## config.mk

```make
export PLATFORM = sky130hd
export DESIGN_NAME = uart_tx_buffered
export DESIGN_NICKNAME = d
export VERILOG_FILES = /design/src/rtl/uart_pkg.sv /design/src/rtl/uart_bit_timer.sv /design/src/rtl/uart_tx_buffered.sv
export SDC_FILE = /design/constraint.sdc
export NUM_CORES = 1
export LEC_CHECK = 0
export ABC_AREA = 1
export CORE_ASPECT_RATIO = 0.5
export CORE_MARGIN = 2
export CORE_UTILIZATION = 25
export CTS_CLUSTER_SIZE = 14
export DETAILED_ROUTE_END_ITERATION = 7
export SKIP_CTS_REPAIR_TIMING = 1
export SLEW_MARGIN = 20
export SYNTH_ARGS = -nofsm -noshare
export SYNTH_HDL_FRONTEND = slang
export SYNTH_SLANG_ARGS = --single-unit
```

## constraint.sdc

```tcl
create_clock -name i_Clock -period 2.1 [get_ports i_Clock]
set_input_delay 0.42 -clock i_Clock [delete_from_list [all_inputs] [get_ports i_Clock]]
set_output_delay 0.42 -clock i_Clock [all_outputs]
set_load 0.005 [all_outputs]
```

## src/rtl/uart_pkg.sv

```systemverilog
// Shared UART definitions: FSM state encoding and frame constants.
// Used by both the transmitter and the board's UART receiver.
package uart_pkg;

    typedef enum logic [1:0] {
        ST_IDLE      = 2'd0,
        ST_START_BIT = 2'd1,
        ST_DATA_BITS = 2'd2,
        ST_STOP_BIT  = 2'd3
    } uart_state_e;

    localparam int unsigned UART_DATA_BITS  = 8;
    localparam logic        UART_IDLE_LEVEL = 1'b1;

endpackage

```

## src/rtl/uart_bit_timer.sv

```systemverilog
// Bit-period timer: counts 0..CLKS_PER_BIT-1 and wraps, flagging the last
// clock of every bit. Held at zero while i_Clear is high.
module uart_bit_timer #(
    parameter int unsigned CLKS_PER_BIT = 217
) (
    input  logic i_Clock,
    input  logic i_Reset,
    input  logic i_Clear,
    output logic o_Bit_Tick,
    output logic o_Pre_Tick
);

    localparam int unsigned CW = (CLKS_PER_BIT > 1) ? $clog2(CLKS_PER_BIT) : 1;
    localparam logic [CW-1:0] LAST = CW'(CLKS_PER_BIT - 1);
    // One clock before the tick; lets the caller register a last-clock flag.
    localparam logic [CW-1:0] PRE  = CW'(CLKS_PER_BIT - 2);

    logic [CW-1:0] count_q;
    logic [CW-1:0] count_d;

    // Next count: wrap at the bit boundary, hold at zero when cleared.
    always_comb begin
        count_d = count_q + 1'b1;
        if (i_Clear || (count_q == LAST)) begin
            count_d = '0;
        end
    end

    // Counter register with synchronous reset.
    always_ff @(posedge i_Clock) begin
        if (i_Reset) begin
            count_q <= '0;
        end else begin
            count_q <= count_d;
        end
    end

    assign o_Bit_Tick = (count_q == LAST);
    assign o_Pre_Tick = (count_q == PRE);

endmodule

```

## src/rtl/uart_tx_buffered.sv

```systemverilog
// 8N1 UART transmitter with a one-byte holding register so the next byte can
// be queued while the current frame shifts out; back-to-back frames have no gap.
module uart_tx_buffered
    import uart_pkg::*;
#(
    parameter int unsigned CLKS_PER_BIT = 217
) (
    input  logic       i_Clock,
    input  logic       i_Reset,
    input  logic       i_TX_DV,
    input  logic [7:0] i_TX_Byte,
    output logic       o_TX_Ready,
    output logic       o_TX_Active,
    output logic       o_TX_Serial,
    output logic       o_TX_Done
);

    uart_state_e state_q, state_d;
    logic [2:0]  bit_idx_q, bit_idx_d;
    logic [7:0]  shift_q, shift_d;
    logic [7:0]  hold_q, hold_d;
    logic        hold_full_q, hold_full_d;
    logic        ready_q, active_q, serial_q, done_q;
    logic        serial_d, done_d;
    logic        load;
    logic        accept;
    logic        bit_tick, pre_tick;

    uart_bit_timer #(
        .CLKS_PER_BIT(CLKS_PER_BIT)
    ) u_bit_timer (
        .i_Clock   (i_Clock),
        .i_Reset   (i_Reset),
        .i_Clear   (state_q == ST_IDLE),
        .o_Bit_Tick(bit_tick),
        .o_Pre_Tick(pre_tick)
    );

    assign accept = i_TX_DV && ready_q;

    // Next state, shifter load and holding-register bookkeeping.
    always_comb begin
        state_d   = state_q;
        bit_idx_d = bit_idx_q;
        shift_d   = shift_q;
        load      = 1'b0;
        unique case (state_q)
            ST_IDLE: begin
                if (hold_full_q) begin
                    load      = 1'b1;
                    shift_d   = hold_q;
                    bit_idx_d = '0;
                    state_d   = ST_START_BIT;
                end
            end
            ST_START_BIT: begin
                if (bit_tick) begin
                    bit_idx_d = '0;
                    state_d   = ST_DATA_BITS;
                end
            end
            ST_DATA_BITS: begin
                if (bit_tick) begin
                    if (bit_idx_q == 3'(UART_DATA_BITS - 1)) begin
                        bit_idx_d = '0;
                        state_d   = ST_STOP_BIT;
                    end else begin
                        bit_idx_d = bit_idx_q + 1'b1;
                    end
                end
            end
            ST_STOP_BIT: begin
                if (bit_tick) begin
                    if (hold_full_q) begin
                        load      = 1'b1;
                        shift_d   = hold_q;
                        bit_idx_d = '0;
                        state_d   = ST_START_BIT;
                    end else begin
                        state_d   = ST_IDLE;
                    end
                end
            end
            default: state_d = ST_IDLE;
        endcase

        // Accept and load never coincide: Ready is low whenever hold is full.
        hold_d      = accept ? i_TX_Byte : hold_q;
        hold_full_d = load ? 1'b0 : (accept ? 1'b1 : hold_full_q);
    end

    // Registered outputs are computed from the next state so they line up
    // with the state register rather than lagging it by a clock.
    always_comb begin
        serial_d = UART_IDLE_LEVEL;
        unique case (state_d)
            ST_IDLE:      serial_d = UART_IDLE_LEVEL;
            ST_START_BIT: serial_d = ~UART_IDLE_LEVEL;
            ST_DATA_BITS: serial_d = shift_d[bit_idx_d];
            ST_STOP_BIT:  serial_d = UART_IDLE_LEVEL;
            default:      serial_d = UART_IDLE_LEVEL;
        endcase
        done_d = (state_q == ST_STOP_BIT) && pre_tick;
    end

    // State and output registers with synchronous reset.
    always_ff @(posedge i_Clock) begin
        if (i_Reset) begin
            state_q     <= ST_IDLE;
            bit_idx_q   <= '0;
            shift_q     <= '0;
            hold_q      <= '0;
            hold_full_q <= 1'b0;
            ready_q     <= 1'b1;
            active_q    <= 1'b0;
            serial_q    <= UART_IDLE_LEVEL;
            done_q      <= 1'b0;
        end else begin
            state_q     <= state_d;
            bit_idx_q   <= bit_idx_d;
            shift_q     <= shift_d;
            hold_q      <= hold_d;
            hold_full_q <= hold_full_d;
            ready_q     <= ~hold_full_d;
            active_q    <= (state_d != ST_IDLE);
            serial_q    <= serial_d;
            done_q      <= done_d;
        end
    end

    assign o_TX_Ready  = ready_q;
    assign o_TX_Active = active_q;
    assign o_TX_Serial = serial_q;
    assign o_TX_Done   = done_q;

endmodule

```

# Word-level counts from Yosys, hierarchy flattened
# Cells that the tools add are included.
[op_classes]
n_mux = 24
bitwise = 1
n_addsub = 2
reduce_logical = 8
n_lt_le_gt_ge = 1
eq_ne = 9
[op_table]
columns = ["operator", "count"]
rows = [
  ["equality test 8 bit, second input constant", 2],
  ["two-way mux 8 bit", 2],
  ["case mux 8 bit (2 select lines)", 1],
  ["two-way mux 3 bit", 5],
  ["case mux 3 bit (4 select lines)", 1],
  ["two-way mux 2 bit", 5],
  ["adder 8 x 1 -> 8 bit, second input constant", 1],
  ["equality test 2 bit, second input constant", 4],
  ["case mux 2 bit (4 select lines)", 1],
  ["two-way mux 1 bit", 6],
  ["equality test 2 x 1 -> 1 bit, second input constant", 2],
  ["logical NOT 2 bit", 2],
  ["less-than comparator 3 x 4 -> 1 bit, second input constant", 1],
  ["OR reduction 2 bit", 2],
  ["adder 3 x 1 -> 3 bit, second input constant", 1],
  ["binary-select mux 1 bit (select 3 bit)", 1],
  ["equality test 3 bit, second input constant", 1],
  ["case mux 1 bit (3 select lines)", 1],
  ["logical AND 1 bit", 2],
  ["case mux 1 bit (2 select lines)", 1],
  ["nonzero test 2 bit", 1],
  ["logical OR 1 bit", 1],
  ["NOT 1 bit", 1],
]
[word_totals]
reg_bits = 34
input_bits = 11

# Logic depth before layout (Yosys ltp)
[depth]
ltp_word = 7
ltp_mapped = 18
depth_no_buf = 18

# Modules after synthesis
# A second synthesis with hierarchy kept.
[hier_totals]
hier_cells = 265
area_unflattened_um2 = 1845.5
[modules_own_cells]
columns = ["module", "area_each_um2", "instances", "seq_area_each_um2", "cells_each"]
rows = [
  ["uart_tx_buffered", 1410.1, 1, 520.5, 206],
  ["uart_bit_timer", 435.4, 1, 160.2, 59],
]

# Least setup slack after synthesis
# Ideal clock, no wire load.
[synth_timing]
path_kind = "reg2reg"
start = "reg u_bit_timer.count_q[0]"
end = "reg serial_q (netlist: o_TX_Serial)"
synth_period_minus_slack_ns = 1.980
t_arrival_ns = 1.858
stages_incl_launch_ff = 17
setup_ns = 0.122
slack_ns = 0.120
cell_sequence = "dfxtp_1 -> inv_1 -> ha_1 -> nand2_1 -> nor2_4 -> nand2_4 -> nand2_2 -> nand2_1 -> o21ai_0 -> a21oi_1 -> a31oi_1 -> a22oi_1 -> inv_1 -> ha_1 -> nand2_1 -> nand2_1 -> nand2_1"
[synth_between]
elab_chain_len = 6
[synth_rtl]
columns = ["element", "line", "rtl"]
rows = [
  ["start: declaration", "uart_bit_timer.sv:18", "logic [CW-1:0] count_q;"],
  ["start signal: assignment", "uart_bit_timer.sv:34", "count_q <= count_d;"],
  ["equality test 8 bit *", "uart_bit_timer.sv:38", "assign o_Bit_Tick = (count_q == LAST);"],
  ["two-way mux 2 bit (on tied branches)", "uart_tx_buffered.sv:73, uart_tx_buffered.sv:57, uart_tx_buffered.sv:63", ""],
  ["case mux 2 bit (4 select lines) *", "uart_tx_buffered.sv:47", "unique case (state_q)"],
  ["net state_d[0]", "uart_tx_buffered.sv:18", "uart_state_e state_q, state_d;"],
  ["equality test 2 bit or logical NOT 2 bit (tied branches)", "uart_tx_buffered.sv:96", "unique case (state_d)"],
  ["OR reduction 2 bit (no source line)", "-", ""],
  ["case mux 1 bit (3 select lines) *", "uart_tx_buffered.sv:96", ""],
  ["end signal: assignment", "uart_tx_buffered.sv:126", "serial_q <= serial_d;"],
  ["end: declaration", "uart_tx_buffered.sv:23", "logic ready_q, active_q, serial_q, done_q;"],
]
# Mark *: on every way through the listed nets, which the timed path passes. The rest lies on a longest branch. The select of a mux whose other input is x is not followed.
# A chain may end at the register's enable or synchronous reset.

# Worst setup path in the final report
# Ends and elaborated chain as after synthesis.

==> impl_metrics.py <==
metrics = {
    "floorplanning": {
        "core_mm2": 0.00670,
        "die_w_um": 122,
        "row_count": 21,
        "die_y_um": 62.8,
        "die_area_mm2": 0.00764,
        "num_io_pins": 15,
        "start_util": 0.258,
    },
    "synth": {
        "synth_fp_nets": 263,
        "syn_area_mm2": 0.00173,
        "ys_seq_area_frac": 0.394,
        "synth-edff-count": 0,
        "postSynth.asyncResetShare": 0,
        "yosysUniqueCellTypes": 26,
        "netlist_instances": 240,
        "synth_ff_type": "dfxtp_1",
        "ys_seq_elements": 34,
        "yosys_warnings": 0,
        "syn_avg_cell_area_um2": 7.20,
    },
    "setup_path": {
        "critical_path_class": "flop to flop",
        "start_kind": "flop",
        "cp-end-kind": "flop",
        "cp.arrival_ns": 2.12,
        "worst-r2r-setup-slack_ns": 0.15,
        "worstPathRequired_ns": 2.27,
        "critPathMaxFanout": 5,
        "r2r_end": "o_TX_Serial",
        "worstRegToRegCells": 15,
        "reg2reg_from": "u_bit_timer.count_q[0]",
    },
    "clocking": {
        "clk_latency_ns": 0.28,
        "numCtsBuffers": 5,
        "cts-root-buf": "clkbuf_16",
        "cts_tree": "done",
        "cts.htree.levels": 2,
        "cts_sinks": 34,
        "clk_path_buf_depth": 2,
        "clkSlewWorstSetupHoldPaths_ns": 0.06,
    },
    "cells_and_area": {
        "fin_nets": 292,
        "area_growth_pct": 37.5,
        "n_antenna_cell": 0,
        "drive_above_1_share": 0.219,
        "fillers": 706,
        "final_cell_mix": "nand2_1, nor2_1, dfxtp_1",
        "layout_commonest_cell": "nand2_1",
    },
    "min_path": {
        "hold_class": "flop to flop",
        "holdPathEnd": "shift_q[4]",
        "hold_start": "shift_q[4]",
        "hold_path_depth": 2,
    },
    "routing": {
        "via_per_inst": 4.29,
        "wl_per_cell_um": 10.8,
        "drtIter0Drc": 62,
        "vias": 1554,
        "wl_um": 3920,
        "antenna_left": 0,
        "drcViolationCount": 0,
        "first_pass_iters": 4,
    },
    "timing": {
        "setup_ws_ns": 0.149,
        "fin_crit_ns": 1.95,
        "fin_skew_ns": 0.00633,
        "relSlewSlack": 0.687,
        "slew_violations": 0,
        "hold_viol": 0,
        "tightest_slew_ns": 0.464,
        "fin_setup_tns_ns": 0,
        "max_freq_mhz": 513,
        "fin_crit_sh": 0.929,
        "setup_viol": 0,
    },
    "pwr": {
        "p_leak_nw": 1.01,
        "peakVddDrop_uv": 413,
        "p_per_area_mw_per_mm2": 902,
    },
    "outcome": {
        "status": "finished, final reports clean",
    },
    "flow_run": {
        "cap_violations": 0,
    },
    "placed_design": {
        "place.gp.congestion": 0.824,
        "numPortBuffers": 14,
        "place_ws_ns": -0.0846,
        "hpwl_um": 2800,
    },
    "global_route": {
        "grt-ovfl-total": 0,
        "grt_pass1_wl_um": 6750,
        "antenna_found_initial": 0,
        "grt_max_degree": 16,
        "globalRouteTotalUtil": 0.109,
        "grt_pass1_vias": 1546,
    },
}
[sequential cells by signal, summed over array words and instances (netlist names)]
register	cells
bit_idx_q	3
hold_full_q	1
hold_q	8
o_TX_Active	1
o_TX_Done	1
o_TX_Ready	1
o_TX_Serial	1
shift_q	8
state_q	2
u_bit_timer.count_q	8
[how the worst max path moves through the flow]
stage | start | endpoint | slack (ns)
2_1_floorplan | u_bit_timer.count_q[0] | o_TX_Serial | 0.12
3_3_place_gp | u_bit_timer.count_q[1] | o_TX_Serial | -0.04
3_5_place_dp | u_bit_timer.count_q[1] | o_TX_Serial | -0.08
4_1_cts | u_bit_timer.count_q[1] | o_TX_Serial | -0.09
5_1_grt | u_bit_timer.count_q[0] | o_TX_Serial | -0.04
6_report | u_bit_timer.count_q[0] | o_TX_Serial | 0.15
[where the power goes]
group	internal [mW]	switching [mW]	total, mW
logic	0.190	0.267	0.456
clock network	0.681	0.276	0.957
registers	0.696	0.0357	0.732
[Yosys cell counts (2+ instances only)]
library cell / n / area share
nand2_4: 3 / 0.020
inv_2: 2 / 0.0043
nor2_1: 38 / 0.082
nor2_4: 2 / 0.013
a21oi_1: 10 / 0.029
nand2_2: 4 / 0.014
nor3_1: 3 / 0.0087
nand3_1: 23 / 0.067
nand4_1: 3 / 0.011
nand2_1: 56 / 0.12
inv_1: 24 / 0.052
clkbuf_1: 3 / 0.0065
xnor2_1: 2 / 0.010
dfxtp_1: 34 / 0.39
ha_1: 12 / 0.087
o21ai_0: 11 / 0.032
[layer usage]
| metal | GRT usage | wire, µm | vias to the layer above |
|---|---|---|---|
| met5 | 0 | 0 | - |
| met4 | 0.0517 | 78 | 0 |
| met3 | 0.0192 | 79 | 7 |
| met2 | 0.185 | 1790 | 14 |
| met1 | 0.133 | 1970 | 709 |
| li1 | - | - | 824 |
[layout make-up]
cell class | instances | area [µm²] | area share
sequential | 34 | 692 | 0.291
inverter | 28 | 111 | 0.0468
clock buffer | 5 | 125 | 0.0526
timing repair buffer | 25 | 223 | 0.0937
multi-input combinational | 175 | 1040 | 0.438
clock inverter | 3 | 68.8 | 0.0289
tap | 92 | 115 | 0.0484
[kinds of logic after synthesis]
| kind of cell | share of synthesized area |
|---|---|
| buf+inv | 0.0680 |
| xor+xnor | 0.0152 |
| fa+ha+maj | 0.0868 |
| flops | 0.394 |
| simple gates | 0.363 |
| compound gates | 0.0738 |
[through the flow]
| stage | cell area (µm²) | total power, mW | hold WS [ns] | util | instances |
|---|---|---|---|---|---|
| floorplan | 1730 | 0.992 | 0.430 | - | 240 |
| global placement | 2000 | 1.11 | 0.458 | 0.299 | 347 |
| detailed placement | 2000 | 1.12 | 0.466 | 0.299 | 347 |
| CTS | 2200 | 2.08 | 0.474 | 0.328 | 355 |
| global route | 2380 | 2.25 | 0.500 | 0.355 | 362 |
| finish | 2380 | 2.15 | 0.469 | 0.355 | 362 |
[worst max-delay path, cell delays in order (launching register included)]
cell     delay, ns
dfxtp_2       0.31
inv_1         0.05
ha_2          0.16
nand2_2       0.06
nor2_4        0.13
nand2_4       0.09
inv_4         0.07
nand2_1       0.06
a21oi_2       0.11
a31oi_1       0.06
a22oi_2       0.22
inv_2         0.10
ha_4          0.27
nand2_1       0.05
nand2_1       0.05
nand2_1       0.05
(Power assumes the default switching activity.)
